===== src/rtl/alu_decode_stage_pkg.sv =====
// alu_decode_stage_pkg
// Shared definitions for the decode and execute stages: ALU control codes,
// RV32I opcode and funct3/funct7 constants, and the packed control bundle
// that travels from decode to execute alongside the immediate.
package alu_decode_stage_pkg;

  // ALU control codes. Bit 3 set selects the signed group; 4'b0100 is the
  // only bit3=0 code and means unsigned compare.
  localparam logic [3:0] ALU_ADD  = 4'b1000;
  localparam logic [3:0] ALU_AND  = 4'b1001;
  localparam logic [3:0] ALU_XOR  = 4'b1010;
  localparam logic [3:0] ALU_OR   = 4'b1011;
  localparam logic [3:0] ALU_SUB  = 4'b1100;
  localparam logic [3:0] ALU_SLL  = 4'b1101;
  localparam logic [3:0] ALU_SRL  = 4'b1110;
  localparam logic [3:0] ALU_SRA  = 4'b1111;
  localparam logic [3:0] ALU_SUBU = 4'b0100;

  // RV32I major opcodes
  localparam logic [6:0] OPC_LOAD   = 7'b0000011;
  localparam logic [6:0] OPC_OP_IMM = 7'b0010011;
  localparam logic [6:0] OPC_AUIPC  = 7'b0010111;
  localparam logic [6:0] OPC_STORE  = 7'b0100011;
  localparam logic [6:0] OPC_OP     = 7'b0110011;
  localparam logic [6:0] OPC_LUI    = 7'b0110111;
  localparam logic [6:0] OPC_BRANCH = 7'b1100011;
  localparam logic [6:0] OPC_JALR   = 7'b1100111;
  localparam logic [6:0] OPC_JAL    = 7'b1101111;

  // Branch funct3
  localparam logic [2:0] F3_BEQ  = 3'b000;
  localparam logic [2:0] F3_BNE  = 3'b001;
  localparam logic [2:0] F3_BLT  = 3'b100;
  localparam logic [2:0] F3_BGE  = 3'b101;
  localparam logic [2:0] F3_BLTU = 3'b110;
  localparam logic [2:0] F3_BGEU = 3'b111;

  // OP / OP-IMM funct3
  localparam logic [2:0] F3_ADD  = 3'b000;
  localparam logic [2:0] F3_SLL  = 3'b001;
  localparam logic [2:0] F3_SLT  = 3'b010;
  localparam logic [2:0] F3_SLTU = 3'b011;
  localparam logic [2:0] F3_XOR  = 3'b100;
  localparam logic [2:0] F3_SR   = 3'b101;
  localparam logic [2:0] F3_OR   = 3'b110;
  localparam logic [2:0] F3_AND  = 3'b111;

  localparam logic [6:0] F7_BASE = 7'b0000000;
  localparam logic [6:0] F7_ALT  = 7'b0100000;

  // Decoded control fields handed to the execute stage
  typedef struct packed {
    logic [3:0] alu_cntr;
    logic       b_sel_imm;
    logic       slt_sel;
    logic [2:0] br_type;
    logic       is_branch;
    logic       is_jump;
    logic       illegal;
  } ctrl_bundle_t;

  localparam ctrl_bundle_t CTRL_RESET = '{
    alu_cntr:  ALU_ADD,
    b_sel_imm: 1'b0,
    slt_sel:   1'b0,
    br_type:   3'b000,
    is_branch: 1'b0,
    is_jump:   1'b0,
    illegal:   1'b0
  };

  // Only the base and alternate funct7 encodings exist in RV32I
  function automatic logic funct7_ok(input logic [6:0] f7);
    return (f7 == F7_BASE) || (f7 == F7_ALT);
  endfunction

endpackage


===== src/rtl/alu_ctrl_decode.sv =====
// alu_ctrl_decode
// Purely combinational RV32I decoder producing the ALU control bundle and the
// sign-extended immediate for one instruction word.
// Ports:
//   instr  in   32     RV32I instruction word
//   ctrl   out  bundle alu_cntr, b_sel_imm, slt_sel, br_type, class flags
//   imm    out  WIDTH  immediate, sign-extended from bit 31
module alu_ctrl_decode
  import alu_decode_stage_pkg::*;
#(
  parameter int WIDTH = 32
) (
  input  logic [31:0]      instr,
  output ctrl_bundle_t     ctrl,
  output logic [WIDTH-1:0] imm
);

  logic [6:0]  opcode;
  logic [2:0]  funct3;
  logic [6:0]  funct7;
  logic [31:0] imm_raw;

  assign opcode = instr[6:0];
  assign funct3 = instr[14:12];
  assign funct7 = instr[31:25];

  // Decode the instruction class, ALU operation and 32-bit immediate.
  always_comb begin
    ctrl    = CTRL_RESET;
    imm_raw = '0;
    case (opcode)
      OPC_OP: begin
        if (!funct7_ok(funct7)) begin
          ctrl.illegal = 1'b1;
        end else begin
          case (funct3)
            F3_ADD:  ctrl.alu_cntr = funct7[5] ? ALU_SUB : ALU_ADD;
            F3_SLL:  ctrl.alu_cntr = ALU_SLL;
            F3_SLT:  begin ctrl.alu_cntr = ALU_SUB;  ctrl.slt_sel = 1'b1; end
            F3_SLTU: begin ctrl.alu_cntr = ALU_SUBU; ctrl.slt_sel = 1'b1; end
            F3_XOR:  ctrl.alu_cntr = ALU_XOR;
            F3_SR:   ctrl.alu_cntr = funct7[5] ? ALU_SRA : ALU_SRL;
            F3_OR:   ctrl.alu_cntr = ALU_OR;
            F3_AND:  ctrl.alu_cntr = ALU_AND;
            default: ctrl.alu_cntr = ALU_ADD;
          endcase
        end
      end
      OPC_OP_IMM: begin
        ctrl.b_sel_imm = 1'b1;
        imm_raw        = {{20{instr[31]}}, instr[31:20]};
        case (funct3)
          F3_ADD:  ctrl.alu_cntr = ALU_ADD;
          F3_SLT:  begin ctrl.alu_cntr = ALU_SUB;  ctrl.slt_sel = 1'b1; end
          F3_SLTU: begin ctrl.alu_cntr = ALU_SUBU; ctrl.slt_sel = 1'b1; end
          F3_XOR:  ctrl.alu_cntr = ALU_XOR;
          F3_OR:   ctrl.alu_cntr = ALU_OR;
          F3_AND:  ctrl.alu_cntr = ALU_AND;
          // Shift-immediates carry shamt in the low bits and funct7 above it
          F3_SLL: begin
            imm_raw = {27'b0, instr[24:20]};
            if (!funct7_ok(funct7)) ctrl.illegal = 1'b1;
            else                    ctrl.alu_cntr = ALU_SLL;
          end
          F3_SR: begin
            imm_raw = {27'b0, instr[24:20]};
            if (!funct7_ok(funct7)) ctrl.illegal = 1'b1;
            else                    ctrl.alu_cntr = instr[30] ? ALU_SRA : ALU_SRL;
          end
          default: ctrl.alu_cntr = ALU_ADD;
        endcase
      end
      OPC_BRANCH: begin
        imm_raw = {{19{instr[31]}}, instr[31], instr[7], instr[30:25],
                   instr[11:8], 1'b0};
        case (funct3)
          F3_BEQ, F3_BNE, F3_BLT, F3_BGE: begin
            ctrl.alu_cntr  = ALU_SUB;
            ctrl.is_branch = 1'b1;
            ctrl.br_type   = funct3;
          end
          F3_BLTU, F3_BGEU: begin
            ctrl.alu_cntr  = ALU_SUBU;
            ctrl.is_branch = 1'b1;
            ctrl.br_type   = funct3;
          end
          // funct3 010/011 are not branch encodings
          default: ctrl.illegal = 1'b1;
        endcase
      end
      OPC_LOAD: begin
        ctrl.b_sel_imm = 1'b1;
        imm_raw        = {{20{instr[31]}}, instr[31:20]};
      end
      OPC_STORE: begin
        ctrl.b_sel_imm = 1'b1;
        imm_raw        = {{20{instr[31]}}, instr[31:25], instr[11:7]};
      end
      OPC_JALR: begin
        ctrl.b_sel_imm = 1'b1;
        ctrl.is_jump   = 1'b1;
        imm_raw        = {{20{instr[31]}}, instr[31:20]};
      end
      OPC_JAL: begin
        ctrl.b_sel_imm = 1'b1;
        ctrl.is_jump   = 1'b1;
        imm_raw        = {{11{instr[31]}}, instr[31], instr[19:12], instr[20],
                          instr[30:21], 1'b0};
      end
      OPC_AUIPC, OPC_LUI: begin
        ctrl.b_sel_imm = 1'b1;
        imm_raw        = {instr[31:12], 12'b0};
      end
      default: ctrl.illegal = 1'b1;
    endcase
    // Illegal words still flow downstream but as a harmless ADD
    if (ctrl.illegal) begin
      ctrl.alu_cntr = ALU_ADD;
      ctrl.slt_sel  = 1'b0;
    end
  end

  assign imm = WIDTH'($signed(imm_raw));

endmodule


===== src/rtl/alu_decode_stage.sv =====
// alu_decode_stage
// Decode pipeline stage: one output register holding the decoded bundle,
// with a valid/ready handshake on both sides and a flush for branch redirect.
// Ports:
//   clk, rst              clock and synchronous active-high reset
//   in_valid/in_ready     upstream handshake, in_instr the RV32I word
//   flush                 drop held bundle and the word offered this cycle
//   out_valid/out_ready   downstream handshake
//   alu_cntr, imm, b_sel_imm, slt_sel, br_type, is_branch, is_jump, illegal
//                         registered decode results
module alu_decode_stage
  import alu_decode_stage_pkg::*;
#(
  parameter int WIDTH = 32
) (
  input  logic             clk,
  input  logic             rst,
  input  logic             in_valid,
  output logic             in_ready,
  input  logic [31:0]      in_instr,
  input  logic             flush,
  output logic             out_valid,
  input  logic             out_ready,
  output logic [3:0]       alu_cntr,
  output logic [WIDTH-1:0] imm,
  output logic             b_sel_imm,
  output logic             slt_sel,
  output logic [2:0]       br_type,
  output logic             is_branch,
  output logic             is_jump,
  output logic             illegal
);

  ctrl_bundle_t     dec_ctrl;
  logic [WIDTH-1:0] dec_imm;
  ctrl_bundle_t     ctrl_q;
  logic [WIDTH-1:0] imm_q;
  logic             valid_q;
  logic             accept;

  alu_ctrl_decode #(.WIDTH(WIDTH)) u_decode (
    .instr (in_instr),
    .ctrl  (dec_ctrl),
    .imm   (dec_imm)
  );

  // Ready whenever the register is empty or being drained this cycle
  assign in_ready = !valid_q || out_ready;
  assign accept   = in_valid && in_ready;

  // Output register: flush beats everything except reset; a stalled bundle
  // simply keeps its contents because no branch below updates it.
  always_ff @(posedge clk) begin
    if (rst) begin
      valid_q <= 1'b0;
      ctrl_q  <= CTRL_RESET;
      imm_q   <= '0;
    end else if (flush) begin
      valid_q <= 1'b0;
    end else if (accept) begin
      valid_q <= 1'b1;
      ctrl_q  <= dec_ctrl;
      imm_q   <= dec_imm;
    end else if (out_ready) begin
      valid_q <= 1'b0;
    end
  end

  assign out_valid = valid_q;
  assign alu_cntr  = ctrl_q.alu_cntr;
  assign imm       = imm_q;
  assign b_sel_imm = ctrl_q.b_sel_imm;
  assign slt_sel   = ctrl_q.slt_sel;
  assign br_type   = ctrl_q.br_type;
  assign is_branch = ctrl_q.is_branch;
  assign is_jump   = ctrl_q.is_jump;
  assign illegal   = ctrl_q.illegal;

endmodule


===== config.mk =====
export PLATFORM = sky130hd
export DESIGN_NAME = alu_decode_stage
export DESIGN_NICKNAME = d
export VERILOG_FILES = /design/src/rtl/alu_decode_stage_pkg.sv /design/src/rtl/alu_ctrl_decode.sv /design/src/rtl/alu_decode_stage.sv
export SDC_FILE = /design/constraint.sdc
export NUM_CORES = 1
export LEC_CHECK = 0
export ABC_AREA = 1
export CAP_MARGIN = 25
export CELL_PAD_IN_SITES_DETAIL_PLACEMENT = 1
export CELL_PAD_IN_SITES_GLOBAL_PLACEMENT = 2
export CORE_MARGIN = 5
export CORE_UTILIZATION = 27
export CTS_CLUSTER_SIZE = 25
export DETAILED_ROUTE_END_ITERATION = 10
export GPL_TIMING_DRIVEN = 0
export PLACE_DENSITY_LB_ADDON = 0.25
export SLEW_MARGIN = 20
export SYNTH_ARGS = -nofsm -noshare
export SYNTH_HDL_FRONTEND = slang
export SYNTH_SLANG_ARGS = --single-unit

===== constraint.sdc =====
create_clock -name clk -period 4.15 [get_ports clk]
set_input_delay 0.83 -clock clk [delete_from_list [all_inputs] [get_ports clk]]
set_output_delay 0.83 -clock clk [all_outputs]
set_load 0.02 [all_outputs]

==> results of run 1 <==
[kinds of logic (layout without fill, tap and decap cells)]
group / count (synthesis) / count (layout) / synth area share
simple gates: 226 / 226 / 0.4166
compound gates: 62 / 62 / 0.1472
buf+inv: 60 / 148 / 0.1080
flops: 45 / 45 / 0.3282
[sequential cells by signal, summed over array words and instances (netlist names)]
register,cells
imm,32
alu_cntr,4
br_type,3
b_sel_imm,1
illegal,1
is_branch,1
is_jump,1
out_valid,1
slt_sel,1
[synthesized netlist by cell type]
| cell type | n |
|---|---|
| o21ai_2 | 1 |
| dfxtp_1 | 45 |
| nor2_1 | 16 |
| nand2_2 | 9 |
| clkinv_2 | 1 |
| nand3_2 | 21 |
| nand4_2 | 1 |
| buf_6 | 7 |
| buf_2 | 5 |
| buf_4 | 3 |
| o211ai_1 | 2 |
| nand2_4 | 1 |
| inv_1 | 32 |
| inv_2 | 2 |
| a31oi_1 | 1 |
| nor2_8 | 1 |
| o21ai_0 | 12 |
| nor2_2 | 2 |
| nand2_1 | 115 |
| a211oi_1 | 1 |
| o21bai_1 | 1 |
| nor2_4 | 3 |
| a21oi_2 | 21 |
| nand4_1 | 8 |
| clkinv_1 | 1 |
| clkbuf_1 | 9 |
| nor3_1 | 2 |
| a21oi_1 | 23 |
| nand3_1 | 47 |
[cell usage in the layout (no fill, tap or decap), drive strengths merged]
master / n
o211ai: 2
nand2: 125
a21oi: 44
inv: 34
nor3: 2
buf: 15
clkbuf: 15
dfxtp: 45
clkinv: 4
a31oi: 1
nand4: 9
clkdlybuf4s50: 80
nand3: 68
o21bai: 1
nor2: 22
o21ai: 13
a211oi: 1
[where the power goes]
part,leakage [nW],switching [mW],internal (mW),total [mW]
registers,0.364,0.00332,0.438,0.441
logic,1.20,0.0895,0.0617,0.151
clock network,0.0512,0.155,0.135,0.290
[per-stage QoR]
stage / hold slack (ns) / setup WS (ns) / area, um^2 / util / cells
detailed placement: 0.4577 / 1.309 / 3712 / 0.3763 / 606
global route: 0.4925 / 1.256 / 3809 / 0.3861 / 614
finish: 0.4694 / 1.319 / 3809 / 0.3861 / 614
CTS: 0.4716 / 1.308 / 3809 / 0.3861 / 614
floorplan: 0.5450 / 2.238 / 2745 / - / 393
global placement: 0.4540 / 1.318 / 3712 / 0.3763 / 606
[worst max-delay path by stage]
stage	endpoint	slack, ns	cells past startpoint
finish	in_ready	1.32	4
global route	in_ready	1.26	4
CTS	in_ready	1.31	4
detailed placement	in_ready	1.31	4
global placement	in_ready	1.32	4
floorplan	imm[13]$_SDFFE_PP0P_	2.24	12
[tightest hold or removal path, cell delays in order (launching register included)]
cell and delay, ns:
dfxtp_1 0.32, nand2_1 0.06, a21oi_1 0.05
[layer usage]
metal | global-route usage | share of wire | wire (um)
met1 | 0.2119 | 0.48 | 4551
met5 | 0 | 0 | 0
met2 | 0.2581 | 0.47 | 4430
met3 | 0.03548 | 0.042 | 403
met4 | 0.03366 | 0.011 | 108
[final cells by class]
type	count	area, um^2
Clock buffer	6	82.58
Multi-Input combinational cell	288	1548
Tap cell	133	166.4
Buffer	24	160.2
Sequential cell	45	900.9
Inverter	36	136.4
Fill cell	1237	6056
Clock inverter	2	13.76
Timing Repair Buffer	80	800.8
==> qor.yml, run 1 <==
critical_path.reg2reg.endpoint: "alu_cntr[2]$_SDFFE_PP0P_"
startpoint: "out_ready"
antenna_found_initial: 0
cts_tree: "built"
cp_cell_sequence: "clkdlybuf4s50_1 -> nor2_1 -> inv_1 -> clkdlybuf4s50_1"
row_count: 36
area_growth_pct: 38.74
start_util: 0.2783
worstSetupPathType: "primary input to output port"
cts.htree.levels: 2
synth-warning-count: 0
cts_num_sinks: 45
cts_resized: 0
grt_usage: 0.1576
ctsLongestPathBuffers: 2
die_h_um: 110.8
syn-num-nets: 430
grt_max_degree: 15
portBuffers: 80
crit_arrival_ns: 2.00
finalPower_mw: 0.8824
worstMarginPinSlew_ns: 0.6784
period_share: 0.6822
hold_depth: 2
die_area_um2: 12280
core_area_um2: 9864
slew_headroom: 0.5477
cp_top_family: "buffers and inverters"
cp-start-kind: "primary input"
r2r-start: "out_valid$_SDFFE_PP0P_"
endpoint_kind: "output port"
leakage_nw: 1.616
antenna_cells: 0
p_per_area_nw_per_um2: 231.7
fin_skew_ns: 0.009126
ios: 83
status: "finished clean"
hold_buffers: 0
cp_max_fo: 2
required_ns: 3.32
critical_path.max_stage_delay_ns: 0.60
clkTransAtPathRegs_ns: 0.09
overflow: 0
first_pass_iters: 4
cap_violations: 0
synth-seq-cells: 45
reg2reg_depth: 7
clock_latency_ns: 0.30
drv_slew: 0
yosysTopAreaCellShare: 0.3282
viasPerCell: 4.726
hold_viol: 0
dp.final_hpwl_um: 7545
fmax_ghz: 0.3532
hp-start: "imm[9]$_SDFFE_PP0P_"
crit_buf_inv: 3
drc_errors: 0
grt_pass1_wl_um: 16180
yosysTopAreaCell: "dfxtp_1"
worst_path_max_delay_cell: "clkdlybuf4s50_1"
die_x_um: 110.8
irDropWorstVdd_mv: 0.1129
syn_area_per_cell_um2: 6.985
wl_per_cell_um: 15.46
cp_common_cell: "clkdlybuf4s50_1"
synth.distinct_cells: 29
rsz0062_at_grt: "no"
nNetsFinal: 517
globalplace.congestion: 0.8614
grt_pass1_vias: 3148
ys_seq_area_frac: 0.3282
hp-class: "flip-flop to flip-flop"
r2r_slack_ns: 2.54
cts_buffers: 5
drive_above_1_share: 0.1788
drt_iter0_markers: 84
hold_end: "imm[9]$_SDFFE_PP0P_"
syn_inst: 393
fin_setup_tns_ns: 0
synth_area_leaders: "dfxtp_1, nand2_1, nand3_1"
post_cts_buffers: 0
synth_area_um2: 2745
via_count: 2902
setup_viol: 0
fin_crit_ns: 2.831
ant_nets: 0
cts-root-buf: "clkbuf_8"
finalWirelength_um: 9494
Power figures use the tool's default switching activity.
==> run 2, diff against run 1 <==
--- a/config.mk
+++ b/config.mk
@@ -10,7 +10,7 @@
 export CELL_PAD_IN_SITES_DETAIL_PLACEMENT = 1
 export CELL_PAD_IN_SITES_GLOBAL_PLACEMENT = 2
 export CORE_MARGIN = 5
-export CORE_UTILIZATION = 27
+export CORE_UTILIZATION = 23
 export CTS_CLUSTER_SIZE = 25
 export DETAILED_ROUTE_END_ITERATION = 10
 export GPL_TIMING_DRIVEN = 0
==> constraint.sdc (replaced) <==
create_clock -name clk -period 2.6 [get_ports clk]
set_input_delay 0.52 -clock clk [delete_from_list [all_inputs] [get_ports clk]]
set_output_delay 0.52 -clock clk [all_outputs]
set_load 0.02 [all_outputs]
==> run 2 against run 1 <==
  * Clock skew shrank 0.0025 ns
  * Via count is 0.86% lower
  * Final cell count grew 2.3%
  * Global-route usage decreased by 2.0 points
  * Sequential power up 60%
  * Non-clock buffer count unchanged
  * Clock power grew 110%
  * Critical path depth stayed put
  * Register-to-register slack lost 1.6 ns
  * Core utilization is 6.0 points lower
  * Critical path type unchanged
==> qor.yml, run 2 (synthesized netlist as in run 1, its figures left out) <==
cts_tree: "built"
leakage_nw: 1.636
fmax_ghz: 0.4479
grt_pass1_wl_um: 15880
cp-start-kind: "primary input"
die_area_um2: 14220
hold_depth: 2
swShare: 0.2575
status: "finished clean"
period_share: 0.8588
cts-root-buf: "clkbuf_16"
finalWirelength_um: 9786
switching_power_mw: 0.3991
die_h_um: 119.3
fin_skew_ns: 0.006600
hp-class: "flip-flop to flip-flop"
antenna_cells: 0
wl_per_cell_um: 15.58
worst_path_max_delay_cell: "clkdlybuf4s50_1"
critical_path.reg2reg.endpoint: "imm[14]$_SDFFE_PP0P_"
grt_usage: 0.1378
cp_cell_sequence: "clkdlybuf4s50_1 -> nor2_1 -> inv_1 -> clkdlybuf4s50_1"
fin_cells: 628
drc_errors: 0
overflow: 0
clock_latency_ns: 0.28
startpoint: "out_ready"
r2r_slack_ns: 0.96
hp-start: "imm[0]$_SDFFE_PP0P_"
clkPwrFrac: 0.390
ios: 83
cts_num_sinks: 45
mostFrequentLayoutCell: "nand2_1"
cap_violations: 0
fin_crit_ns: 2.233
combPwrFrac: 0.156
ff_latch_area_um2: 900.9
core_area_um2: 11860
crit_buf_inv: 3
via_count: 2877
nNetsFinal: 517
cts.htree.levels: 2
reg2reg_depth: 7
worstSetupPathType: "primary input to output port"
globalplace.congestion: 0.8241
first_pass_iters: 4
grt_max_degree: 14
final.fill_count: 1470
ant_nets: 0
p_seq_frac: 0.455
setup_viol: 0
drv_slew: 0
critical_path.max_stage_delay_ns: 0.61
antenna_found_initial: 0
post_cts_buffers: 0
irDropWorstVdd_mv: 0.2541
portBuffers: 80
r2r-start: "out_valid$_SDFFE_PP0P_"
grt_pass1_vias: 3087
largest_register_ffs: 32
start_util: 0.2314
p_per_area_nw_per_um2: 400.6
mostFrequentLayoutCells: "nand2_1, clkdlybuf4s50_1, nand3_1, dfxtp_1, inv_1"
clkTransAtPathRegs_ns: 0.06
rsz0062_at_grt: "no"
crit_arrival_ns: 1.71
fin_setup_tns_ns: 0
finalPower_mw: 1.550
cp_max_fo: 2
hold_buffers: 0
hold_viol: 0
hold_end: "imm[0]$_SDFFE_PP0P_"
p_int_mw: 1.151
multi_input_area_um2: 1548
area_growth_pct: 40.93
drt_iter0_markers: 132
ctsLongestPathBuffers: 2
viasPerCell: 4.581
endpoint_kind: "output port"
dp.final_hpwl_um: 7758
cts_resized: 0
cp_common_cell: "clkdlybuf4s50_1"
cts_buffers: 5
die_x_um: 119.3
slew_headroom: 0.5251
cp_top_family: "buffers and inverters"
drive_above_1_share: 0.1767
place_inst: 620
row_count: 40
worstMarginPinSlew_ns: 0.7124
required_ns: 2.08
==> run 2: changes by cell type in the layout (fill, tap and decap cells not counted) <==
cell,delta
clkinv_2,+1
clkinv_4,-1
clkbuf_1,+1
clkbuf_8,-6
clkbuf_16,+5
==> run 2: worst max path at each step <==
stage / depth (start not counted) / end / slack [ns]
after floorplan: 12 / imm[13]$_SDFFE_PP0P_ / 1.0
after global placement: 10 / imm[5]$_SDFFE_PP0P_ / 0.20
after detailed placement: 10 / imm[6]$_SDFFE_PP0P_ / 0.19
after CTS: 4 / in_ready / 0.35
after global routing: 4 / in_ready / 0.33
final: 4 / in_ready / 0.37
==> run 2: final cells by class <==
| class | count | area share |
|---|---|---|
| Sequential cell | 45 | 0.2329 |
| Clock inverter | 2 | 0.002587 |
| Multi-Input combinational cell | 288 | 0.4001 |
| Inverter | 36 | 0.03525 |
| Tap cell | 147 | 0.04754 |
| Buffer | 24 | 0.04140 |
| Timing Repair Buffer | 80 | 0.2070 |
| Clock buffer | 6 | 0.03331 |
==> run 2: power groups by stage <==
| stage | clock network, mW | logic [mW] | registers [mW] |
|---|---|---|---|
| after CTS | 0.627 | 0.246 | 0.705 |
| after floorplan | 0 | 0.103 | 0.731 |
| final | 0.604 | 0.241 | 0.705 |
| after global routing | 0.663 | 0.264 | 0.705 |
| after detailed placement | 0 | 0.245 | 0.720 |
| after global placement | 0 | 0.242 | 0.720 |
==> run 2: through the flow <==
stage,cell area [um^2],setup slack [ns],util,hold WS [ns]
after floorplan,2745,0.9976,-,0.5450
after global placement,3730,0.2028,0.3145,0.4541
after detailed placement,3730,0.1898,0.3145,0.4597
after CTS,3869,0.3538,0.3262,0.4721
after global routing,3869,0.3282,0.3262,0.4910
final,3869,0.3671,0.3262,0.4670
==> run 2: worst min-delay path, delay by kind of cell (launching register included) <==
| family | cells | cell delay (ns) |
|---|---|---|
| DFF | 1 | 0.31 |
| and+or+nand+nor | 1 | 0.06 |
| AOI/OAI and AO/OA | 1 | 0.05 |
==> run 2: per-layer routing <==
| metal | vias to the layer above | share of wire | track usage |
|---|---|---|---|
| li1 | 1452 | - | - |
| met3 | 4 | 0.052 | 0.03229 |
| met5 | - | 0 | 0 |
| met2 | 59 | 0.48 | 0.2360 |
| met1 | 1362 | 0.46 | 0.1771 |
| met4 | 0 | 0.0054 | 0.02607 |
